===== config.mk =====
export PLATFORM = sky130hd
export DESIGN_NAME = ssp_arbiter
export DESIGN_NICKNAME = d
export VERILOG_FILES = /design/src/rtl/ssp_arb_pkg.sv /design/src/rtl/ssp_bit_timer.sv /design/src/rtl/ssp_arbiter.sv
export SDC_FILE = /design/constraint.sdc
export NUM_CORES = 1
export LEC_CHECK = 0
export CELL_PAD_IN_SITES_DETAIL_PLACEMENT = 1
export CELL_PAD_IN_SITES_GLOBAL_PLACEMENT = 2
export CORE_ASPECT_RATIO = 0.6
export CORE_MARGIN = 2
export CORE_UTILIZATION = 37
export CTS_CLUSTER_SIZE = 10
export DETAILED_ROUTE_END_ITERATION = 8
export PLACE_DENSITY = 0.92
export SYNTH_ARGS = -nofsm -noshare
export SYNTH_HDL_FRONTEND = slang
export SYNTH_SLANG_ARGS = --single-unit

===== constraint.sdc =====
create_clock -name ck_1356meg -period 3.25 [get_ports ck_1356meg]
set_clock_uncertainty 0.05 [all_clocks]
set_input_delay 0.4875 -clock ck_1356meg [delete_from_list [all_inputs] [get_ports ck_1356meg]]
set_output_delay 0.4875 -clock ck_1356meg [all_outputs]
set_load 0.02 [all_outputs]

===== src/rtl/ssp_arb_pkg.sv =====
// ssp_arb_pkg: shared SSP arbiter types and sizing; SSP_ARB_TAG_EN selects 9-bit tagged frames
package ssp_arb_pkg;
  typedef enum logic [1:0] {IDLE, SHIFT, GAP} state_t;
  localparam int SSP_HALF_PERIOD = 4;
  localparam int SSP_GAP_CYCLES = 8;
  localparam int SSP_DATA_BITS = 8;
`ifdef SSP_ARB_TAG_EN
  localparam int SSP_FRAME_BITS = SSP_DATA_BITS + 1;
`else
  localparam int SSP_FRAME_BITS = SSP_DATA_BITS;
`endif
  localparam int SSP_PH_W = $clog2(2 * SSP_HALF_PERIOD);
  localparam int SSP_IDX_W = $clog2(SSP_FRAME_BITS);
  localparam int SSP_GAP_W = $clog2(SSP_GAP_CYCLES);
endpackage


===== src/rtl/ssp_bit_timer.sv =====
// ssp_bit_timer: per-bit phase counter and bit index, producing ssp_clk and rise/wrap/last strobes
module ssp_bit_timer
  import ssp_arb_pkg::*;
(
  input  logic ck_1356meg,
  input  logic rst,
  input  logic start,
  input  logic run,
  output logic ssp_clk,
  output logic rise,
  output logic wrap,
  output logic last
);
  logic [SSP_PH_W-1:0] phase, phase_n;
  logic [SSP_IDX_W-1:0] idx;
  always_comb begin
    phase_n = start ? '0 : run ? phase + 1'b1 : phase;
    rise = run && phase == SSP_PH_W'(SSP_HALF_PERIOD);
    wrap = run && phase == SSP_PH_W'(2 * SSP_HALF_PERIOD - 1);
    last = idx == SSP_IDX_W'(SSP_FRAME_BITS - 1);
  end
  // ssp_clk is registered from the next phase so it lines up with the phase it describes
  always_ff @(posedge ck_1356meg or posedge rst)
    if (rst) begin
      phase <= '0;
      idx <= '0;
      ssp_clk <= 1'b0;
    end else begin
      phase <= phase_n;
      idx <= start ? '0 : wrap ? idx + 1'b1 : idx;
      ssp_clk <= phase_n >= SSP_PH_W'(SSP_HALF_PERIOD);
    end
endmodule


===== src/rtl/ssp_arbiter.sv =====
// ssp_arbiter: round-robin share of the SSP link between two byte requesters; SSP_ARB_TAG_EN prefixes a channel tag bit
module ssp_arbiter
  import ssp_arb_pkg::*;
(
  input  logic       ck_1356meg,
  input  logic       rst,
  input  logic       enable,
  input  logic       req0,
  input  logic       req1,
  input  logic [7:0] data0,
  input  logic [7:0] data1,
  output logic       ack0,
  output logic       ack1,
  output logic       ssp_clk,
  output logic       ssp_frame,
  output logic       ssp_din,
  input  logic       ssp_dout,
  output logic [7:0] rx_data,
  output logic       rx_valid,
  output logic       busy,
  output logic       grant_ch
);
  state_t state, state_n;
  logic grant, win, last_ch, done, rise, wrap, last;
  logic [SSP_DATA_BITS-1:0] data_w, rx_sr;
  logic [SSP_FRAME_BITS-1:0] tx_sr;
  logic [SSP_GAP_W-1:0] gap_cnt;

  ssp_bit_timer u_timer (
    .ck_1356meg(ck_1356meg),
    .rst(rst),
    .start(grant),
    .run(state == SHIFT),
    .ssp_clk(ssp_clk),
    .rise(rise),
    .wrap(wrap),
    .last(last)
  );

  always_ff @(posedge ck_1356meg or posedge rst)
    if (rst) state <= IDLE;
    else state <= state_n;

  always_comb
    state_n = state == IDLE  ? (grant ? SHIFT : IDLE) :
              state == SHIFT ? (done ? GAP : SHIFT) :
              (gap_cnt == SSP_GAP_W'(SSP_GAP_CYCLES - 1) ? IDLE : GAP);

  // on contention the channel not served last wins
  always_comb begin
    win = (req0 && req1) ? ~last_ch : req1;
    grant = state == IDLE && enable && (req0 || req1);
    data_w = win ? data1 : data0;
    done = wrap && last;
  end

  assign ssp_din = tx_sr[SSP_FRAME_BITS-1];

  always_ff @(posedge ck_1356meg or posedge rst)
    if (rst) begin
      last_ch <= 1'b1;
      grant_ch <= 1'b0;
      ack0 <= 1'b0;
      ack1 <= 1'b0;
      busy <= 1'b0;
      ssp_frame <= 1'b0;
      tx_sr <= '0;
      rx_sr <= '0;
      rx_data <= '0;
      rx_valid <= 1'b0;
      gap_cnt <= '0;
    end else begin
      busy <= state_n != IDLE;
      ack0 <= grant && !win;
      ack1 <= grant && win;
      rx_valid <= done;
      gap_cnt <= state == GAP ? gap_cnt + 1'b1 : '0;
      if (grant) begin
        grant_ch <= win;
        last_ch <= win;
        ssp_frame <= 1'b1;
`ifdef SSP_ARB_TAG_EN
        tx_sr <= {win, data_w};
`else
        tx_sr <= data_w;
`endif
      end else if (wrap) begin
        ssp_frame <= 1'b0;
        tx_sr <= tx_sr << 1;
      end
      if (rise) rx_sr <= {rx_sr[SSP_DATA_BITS-2:0], ssp_dout};
      if (done) rx_data <= rx_sr;
    end
endmodule


==> results.txt <==
Syn Area/Cell = 14.1 sq um
PostCTS Resize Cnt = 0
Tightest Pin Transition = 802 ps
Initial Util = 39.8%
Cell count after synthesis = 133
Vias in the first global route = 1314
DR pass1 iterations = 4
Setup_tns = 0 ps
Clk Latency, worst-skew pair = 290 ps
CP Capture Type = flop
Fin Hold WS = 409 ps
Crit-path max FO = 12
Ys Warns = 0
Total CTS buffers = 5
Cell Area, Synth = 1870 sq um
Crit path kind = reg -> reg
Int Power = 1.22 mW
Status = finished, final reports clean
GRT Total Usage = 15.0%
Tcrit/Tclk final = 61.4%
Clock Tree Buf Depth = 2
Final Max Tran Viols = 0
CORE AREA = 4710 sq um
First-pass GRT wire length = 6.38 mm
Fraction of layout cells with a size suffix above 1 = 18.4%
Total gr overflow = 0
H-tree depth = 2
Largest net degree at the start of global routing = 43
Ports = 38
Vias = 1149
Worst-path cell chain = ha_1 > ha_1 > nand3b_1 > mux2i_1 > mux2i_1
# port buffers = 37
Crit path time final = 2000 ps
Hpwl dp = 2.61 mm
Arr. time, crit path = 2090 ps
Layout area overhead = 28.0%
Fin. Hold Viols = 0
Switching share of power = 31.8%
CTS root buf = clkbuf_8
Clock share of power = 22.5%
Final setup violation count = 0
RSZ-0062 raised after global routing = false
Clock transition at path regs = 80 ps
Rows = 19
PwrDens = 743 nW/um^2
Worst slew margin = 46.5%
Hold WC Path Type = reg -> reg
# diodes = 0
Max VDD drop = 341 uV
Post-synthesis sequential area ratio = 56.2%
Residual DRC = 0
Commonest cells after routing, fill and taps aside = dfrtp_1 (41), clkdlybuf4s50_1 (37), mux2i_1 (25)
Die W = 95.8 um
Sequential Power Share = 45.7%
CP required = 3350 ps
Net Sw Power = 566 uW
Iter 0 DRT Violations = 33
Clk sinks = 42
Post-route ant nets = 0
Nets = 202
Worst setup SP type = flop
DIE AREA = 5660 sq um
Routed len/inst = 15.3 um
Share of the synthesized area in the top cell type = 54.8%
Top post-synthesis cells by area = dfrtp_1 (55%), mux2i_1 (13%), mux2_2 (6.6%)
Leading cell type in the layout, fill and taps excluded = dfrtp_1
Mapped Nets = 162
Crit-path max cell delay = 540 ps
Clock tree from TritonCTS = yes
Post CTS Setup Buffer Count = 0
Comb power frac = 31.8%
Slowest cell on crit path = nand3b_1
Max-cap violation count = 0
Leak Pwr = 1.18 nW
Detailed Route WL = 3.63 mm
Die height = 59.1 um
Avg Vias per Cell = 4.85
Fill cells = 476
Routability Congestion = 0.727
Yosys cell types = 26
Fmax = 0.501 GHz
Cell taking the most area after synthesis = dfrtp_1
Synth Register Bits = 42
Initial antenna violation count = 0
Hold buffer count at cts = 0
-- worst max-delay path, delay by kind of cell, from the launching register on --
family | cells | cell delay, ps
simple gates | 1 | 540
mux | 2 | 460
fa+ha+maj | 2 | 400
flops | 1 | 380
-- metrics by stage --
stage          area, sq um  setup WS, ps  util, %  power [mW]  instances
2_1_floorplan         1870          1620        -        1.20        133
5_1_grt               2400          1110     50.9        1.90        237
3_3_place_gp          2290          1040     48.6        1.33        229
6_report              2400          1250     50.9        1.78        237
3_5_place_dp          2290           975     48.6        1.39        229
4_1_cts               2400          1240     50.9        1.81        237
-- state kept, by name (all words and copies together), names as in the netlist --
register / count
gap_cnt: 3
rx_sr: 8
ack1: 1
grant_ch: 1
u_timer.idx: 3
busy: 1
u_timer.phase: 3
state: 2
last_ch: 1
ack0: 1
rx_data: 8
rx_valid: 1
ssp_frame: 1
tx_sr: 8
-- metal layers --
layer | part of all wire (%) | GRT usage (%) | up-vias
met2 | 50 | 25.2 | 21
met3 | 3.0 | 3.69 | 4
met5 | 0 | 0 | -
met1 | 46 | 18.8 | 585
met4 | 0.99 | 6.12 | 0
li1 | - | - | 539
-- final cells by class --
class                      instances  area, sq um  area share [%]
inverter                           5         18.8           0.783
multi-input combinational         80          752            31.4
sequential                        42         1050            43.9
clock buffer                       5         68.8            2.87
clock inverter                     3         40.0            1.67
tap                               63         78.8            3.29
timing repair buffer              39          385            16.1
-- kinds of logic after synthesis --
family	Yosys count	synth area share, %
mux	43	25.6
flops	42	56.2
simple gates	20	6.15
buf+inv	11	3.61
compound gates	8	2.81
fa+ha+maj	7	4.68
xor+xnor	2	0.936
-- power groups by stage --
stage | clock network, mW | registers, mW | logic (mW)
final | 0.401 | 0.814 | 0.566
after floorplan | 0 | 0.826 | 0.372
after global routing | 0.438 | 0.836 | 0.629
after CTS | 0.414 | 0.814 | 0.581
after global placement | 0 | 0.806 | 0.525
after detailed placement | 0 | 0.821 | 0.570
-- cells in the mapped netlist --
| cell type | count |
|---|---|
| nand2_1 | 3 |
| inv_1 | 5 |
| nand3_1 | 2 |
| a21oi_1 | 3 |
| xor2_1 | 1 |
| dfrtp_1 | 41 |
| mux2_2 | 11 |
| mux2i_1 | 25 |
| ha_1 | 7 |
| nor3b_1 | 2 |
| and2_1 | 1 |
| o21ai_0 | 1 |
| and2b_1 | 2 |
| nand3_2 | 2 |
| o211a_1 | 1 |
| nand3b_1 | 1 |
| buf_6 | 3 |
| nor3_1 | 1 |
| or2_2 | 1 |
| xnor2_1 | 1 |
| a21boi_0 | 1 |
| a21o_1 | 2 |
| dfstp_2 | 1 |
| nor2_1 | 5 |
| buf_2 | 3 |
| mux2_4 | 7 |
-- worst paths after layout --
kind,from,to,slack [ps],depth (start not counted)
max,u_timer.phase[0]$_DFF_PP0_,tx_sr[1]$_DFFE_PP0P_,1250,5
min,gap_cnt[0]$_DFF_PP0_,gap_cnt[0]$_DFF_PP0_,410,1
max reg2reg,u_timer.phase[0]$_DFF_PP0_,tx_sr[1]$_DFFE_PP0P_,1250,5
min reg2reg,gap_cnt[0]$_DFF_PP0_,gap_cnt[0]$_DFF_PP0_,410,1
max in group asynchronous,rst,last_ch$_DFFE_PP1P_,2190,3
min in group asynchronous,rst,rx_data[7]$_DFFE_PP0P_,590,3
Power figures use the tool's default switching activity.
